## src/rtl/demux_8_pkg.sv

```systemverilog
// rtl/demux_8_pkg.sv - shared constants, slot record and selector decode for demux_8_reg
package demux_8_pkg;

    localparam int DEMUX_CH     = 8;
    localparam int DEMUX_SEL_W  = 3;
    localparam int DEMUX_DATA_W = 32;

    typedef struct packed {
        logic                    full;
        logic [DEMUX_DATA_W-1:0] data;
    } slot_t;

    function automatic logic [DEMUX_CH-1:0] sel_decode(input logic [DEMUX_SEL_W-1:0] sel);
        logic [DEMUX_CH-1:0] one;
        one = {{(DEMUX_CH-1){1'b0}}, 1'b1};
        return one << sel;
    endfunction

endpackage

```

## src/rtl/demux_slot.sv

```systemverilog
// rtl/demux_slot.sv - single-entry holding register with load/drain handshake
module demux_slot #(
    parameter int DATA_W = 32
) (
    input  logic              clk,
    input  logic              reset,
    input  logic              load,
    input  logic [DATA_W-1:0] load_data,
    input  logic              out_ready,
    output logic              full,
    output logic [DATA_W-1:0] data
);

    logic              full_q, full_d;
    logic [DATA_W-1:0] data_q, data_d;

    // A load wins over a same-cycle drain: the old word leaves, the new one stays.
    always_comb begin
        full_d = full_q;
        data_d = data_q;
        if (load) begin
            full_d = 1'b1;
            data_d = load_data;
        end else if (full_q && out_ready) begin
            full_d = 1'b0;
        end
    end

    always_ff @(posedge clk) begin
        if (reset) begin
            full_q <= 1'b0;
            data_q <= '0;
        end else begin
            full_q <= full_d;
            data_q <= data_d;
        end
    end

    assign full = full_q;
    assign data = data_q;

endmodule

```

## src/rtl/demux_8_reg.sv

```systemverilog
// rtl/demux_8_reg.sv - registered 1-to-8 demux; DEMUX8_BROADCAST_EN adds the broadcast input
module demux_8_reg
    import demux_8_pkg::*;
#(
    parameter int DATA_W = DEMUX_DATA_W
) (
    input  logic                       clk,
    input  logic                       reset,
    input  logic                       in_valid,
    output logic                       in_ready,
    input  logic [DEMUX_SEL_W-1:0]     seletor,
    input  logic [DATA_W-1:0]          in_data,
`ifdef DEMUX8_BROADCAST_EN
    input  logic                       broadcast,
`endif
    output logic [DEMUX_CH-1:0]        out_valid,
    input  logic [DEMUX_CH-1:0]        out_ready,
    output logic [DEMUX_CH*DATA_W-1:0] out_data,
    output logic                       busy
);

    logic [DEMUX_CH-1:0] full;
    logic [DEMUX_CH-1:0] slot_ok;
    logic [DEMUX_CH-1:0] load;
    logic [DATA_W-1:0]   slot_data [DEMUX_CH];
    logic                ready_w;

    always_comb begin
        slot_ok = ~full | out_ready;
        ready_w = 1'b0;
        load    = '0;
        if (!reset) begin
            ready_w = slot_ok[seletor];
`ifdef DEMUX8_BROADCAST_EN
            if (broadcast) begin
                ready_w = &slot_ok;
            end
`endif
        end
        if (in_valid && ready_w) begin
            load = sel_decode(seletor);
`ifdef DEMUX8_BROADCAST_EN
            if (broadcast) begin
                load = '1;
            end
`endif
        end
    end

    for (genvar k = 0; k < DEMUX_CH; k++) begin : g_slot
        demux_slot #(
            .DATA_W(DATA_W)
        ) u_slot (
            .clk       (clk),
            .reset     (reset),
            .load      (load[k]),
            .load_data (in_data),
            .out_ready (out_ready[k]),
            .full      (full[k]),
            .data      (slot_data[k])
        );
        assign out_data[k*DATA_W +: DATA_W] = slot_data[k];
    end

    assign in_ready  = ready_w;
    assign out_valid = full;
    assign busy      = |full;

endmodule

```

## config.mk

```make
export PLATFORM = sky130hd
export DESIGN_NAME = demux_8_reg
export DESIGN_NICKNAME = d
export VERILOG_FILES = /design/src/rtl/demux_8_pkg.sv /design/src/rtl/demux_slot.sv /design/src/rtl/demux_8_reg.sv
export SDC_FILE = /design/constraint.sdc
export NUM_CORES = 1
export LEC_CHECK = 0
export BUFFER_PORTS_ARGS = -buffer_cell sky130_fd_sc_hd__buf_2
export CAP_MARGIN = 25
export CORE_UTILIZATION = 52
export DETAILED_ROUTE_END_ITERATION = 10
export PLACE_DENSITY = 0.8
export SYNTH_ARGS = -nofsm -noshare
export SYNTH_HDL_FRONTEND = slang
export SYNTH_SLANG_ARGS = --single-unit
```

## constraint.sdc

```tcl
create_clock -name clk -period 2 [get_ports clk]
set_input_delay 0.4 -clock clk [delete_from_list [all_inputs] [get_ports clk]]
set_output_delay 0.4 -clock clk [all_outputs]
set_load 0.03 [all_outputs]
```

==> impl_metrics.csv <==
group,metric,value,unit
synth,muxShareOfSynthArea,0.119,
synth,async_flop_share,0,
final_layout,drive_above_1_share,0.293,
timing,slew_headroom,0.485,
synth,synth_edf_count,0,
synth,synth-xor-area-share,0,
worst_setup_path,crit_path_start_kind,"flip-flop",
worst_setup_path,cp.arrival,1910,ps
power,power_frac_seq,0.471,
route,wirelength,33.6,mm
run_status,outcome,"finished, violations left",
route,via_count,9871,
synth,yosysWarningCount,0,
clock_network,clkLatencyLatePin,520,ps
job,max-cap-violations,0,
timing,hold_viol,0,
clock_network,cts_htree_levels,1,
worst_setup_path,required,1600,ps
synth,synth_top_family_by_area,"simple AND/OR/NAND/NOR gates",
floorplan,dieArea,21600,µm²
place,hpwl,21.9,mm
power,combPwrFrac,0.086,
synth,synth_top_cells_by_area,"dfxtp_1 48%, mux2i_1 12%, o31ai_1 8.8%",
synth,syn_nets,1174,
place,routabilityCongestion,0.851,
clock_network,clk_pin_slew,60,ps
timing,whs,187,ps
worst_setup_path,critPathKind,"flip-flop to output pin",
timing,max_freq,433,MHz
power,clkPwrFrac,0.443,
timing,grt_setup_unrepaired,"yes",
run_status,violations,"setup timing",
timing,setup_tns,-310,ps
power,powerDensity,850,nW/µm²
global_route,grt_pass1_vias,9385,
global_route,gr-total-overflow,0,
global_route,grt_max_degree,203,
power,total_power,11.5,mW
clock_network,postCtsSetupBuffers,0,
synth,synth_cell_types,30,
synth,netlist_instances,1128,
timing,tightest_slew,772,ps
final_layout,area_delta_synth_final,23.3,%
clock_network,numCtsBuffers,27,
power,p_switching,2.81,mW
floorplan,initial_core_util,0.536,
floorplan,rows,52,
power,p_int,8.66,mW
final_layout,design_area,13500,µm²
route,firstDrtPassIters,5,
route,postRouteAntennaNets,0,
timing,clock_skew,10.3,ps
synth,yosysTopAreaCell,"dfxtp_1",
synth,synth_top_area_share,0.483,
synth,syn_area,10900,µm²
floorplan,io_pins,312,
synth,yosysSeqAreaShare,0.483,
global_route,grt_first_pass_wirelength,52.0,mm
synth,synthAdderAreaFrac,0,
route,drc,0,
worst_setup_path,worst_setup_path_end_kind,"output pin",
synth,synth-main-ff-cell,"dfxtp_1",
timing,slew_viol_final,0,
floorplan,die_y,147,µm
timing,finalWorstSetupSlack,-310,ps
power,netSwitchingFraction,0.245,
route,wire_per_inst,20.4,µm
global_route,antenna_found_initial,2,
worst_hold_path,hp-class,"input port to flip-flop",
floorplan,die_w,147,µm
synth,syn-mean-instance-area,9.71,µm²
route,routed_via_density,5.98,
worst_setup_path,worstPathMaxFanout,4,
clock_network,cts_root_buf,"clkbuf_16",
synth,synth_compound_area_frac,0.155,
clock_network,cts_tree,"done",
timing,post-route-period-util,1.15,
final_layout,fin_util,0.661,
final_layout,fill_cells,1657,
clock_network,clock_path_buffers,3,
global_route,grt.total_usage,0.298,
power,leakage,6.47,nW
synth,synthSimpleGateAreaFrac,0.169,
power,peakVddDrop,0.546,mV
clock_network,clock-sinks,264,
route,dr.first_iter.drc_count,885,
floorplan,core_area,20400,µm²
timing,fin_crit,2310,ps
timing,setup_viol_count_final,1,
synth,ys_ff_latch,264,
place,io_buffers,311,
place,postPlaceCellArea,12600,µm²
final_layout,final_nets,1406,
## cell families after synthesis
kind of cell | after synthesis
AOI/OAI and AO/OA | 268
buffers and inverters | 174
DFF | 264
muxes | 129
and+or+nand+nor | 293
## critical path: stages, from the launching register on
cell     delay (ps)
dfxtp_2         340
nor2b_4         130
mux4_2          500
o32ai_4         250
buf_6           170
## cells in the final DEF (no fill, tap or decap), types with 2 or more instances in the layout
| cell type | n |
|---|---|
| o31ai_1 | 128 |
| buf_6 | 2 |
| nand2b_1 | 141 |
| buf_12 | 10 |
| buf_4 | 23 |
| buf_2 | 309 |
| nor2b_4 | 2 |
| clkinv_2 | 4 |
| nand4_1 | 128 |
| nor2b_2 | 4 |
| mux2i_1 | 128 |
| bufinv_16 | 2 |
| nor2_1 | 5 |
| dfxtp_2 | 2 |
| nand4b_1 | 2 |
| clkbuf_16 | 27 |
| a21oi_1 | 136 |
| inv_1 | 33 |
| clkbuf_1 | 6 |
| dfxtp_1 | 262 |
| clkbuf_8 | 8 |
## power groups by stage
stage / Combinational [mW] / Sequential, mW / Clock [mW]
global route: 1.04 / 5.41 / 5.37
detailed placement: 0.966 / 5.51 / 0
global placement: 0.958 / 5.51 / 0
floorplan: 0.449 / 5.69 / 0
CTS: 0.973 / 5.40 / 5.14
finish: 0.989 / 5.40 / 5.08
## Yosys cell counts (all sizes together) (2+ instances only)
library cell,number
dfxtp,264
nand2b,141
a21oi,136
nand4,129
mux2i,128
o31ai,128
clkbuf,82
buf,59
inv,33
nor2,6
nor2b,6
nand2,2
nand4b,2
nor4,2
## layout make-up
type | instances | area [µm²] | share of cell area
well taps | 270 | 338 | 0.0250
flip-flops and latches | 264 | 5290 | 0.392
diodes | 1 | 2.50 | 0.000185
clock buffers | 41 | 808 | 0.0599
multi-input cells | 690 | 4900 | 0.363
clock inverters | 7 | 88.8 | 0.00658
inverters | 33 | 124 | 0.00918
repair buffers | 344 | 1940 | 0.144
## flip-flops by register name, indices dropped and copies added, names as in the netlist
register / cells
g_slot.u_slot.data: 256
g_slot.u_slot.full: 8
## path summary, 6_finish.rpt
check | from | endpoint | slack (ps) | cells past startpoint
max | g_slot[7].u_slot.full$_SDFFE_PP0P_ | in_ready | -310 | 4
min | in_data[2] | g_slot[4].u_slot.data[2]$_SDFFE_PP0P_ | 190 | 3
max reg2reg | g_slot[3].u_slot.full$_SDFFE_PP0P_ | g_slot[0].u_slot.data[21]$_SDFFE_PP0P_ | 390 | 4
min reg2reg | g_slot[4].u_slot.data[1]$_SDFFE_PP0P_ | g_slot[4].u_slot.data[1]$_SDFFE_PP0P_ | 460 | 2
## routing by layer
layer | track usage | share of wire | vias to the layer above
met5 | 0 | 0.00039 | -
met4 | 0.103 | 0.031 | 2
met3 | 0.0652 | 0.092 | 78
met2 | 0.454 | 0.45 | 503
met1 | 0.415 | 0.43 | 4738
li1 | - | - | 4550
## through the flow
stage	std cells	setup WS, ps
2_1_floorplan	1128	44.2
3_3_place_gp	1601	75.7
3_5_place_dp	1601	76.9
4_1_cts	1649	-345
5_1_grt	1650	-354
6_report	1650	-310
## timing repair
item | 4_1_cts | 5_1_grt
endpoints found under the setup margin | 2 | 1
gates resized for setup | 6 | 2
hold buffers | 0 | 0
No activity file was read; power rests on OpenSTA's default activity.
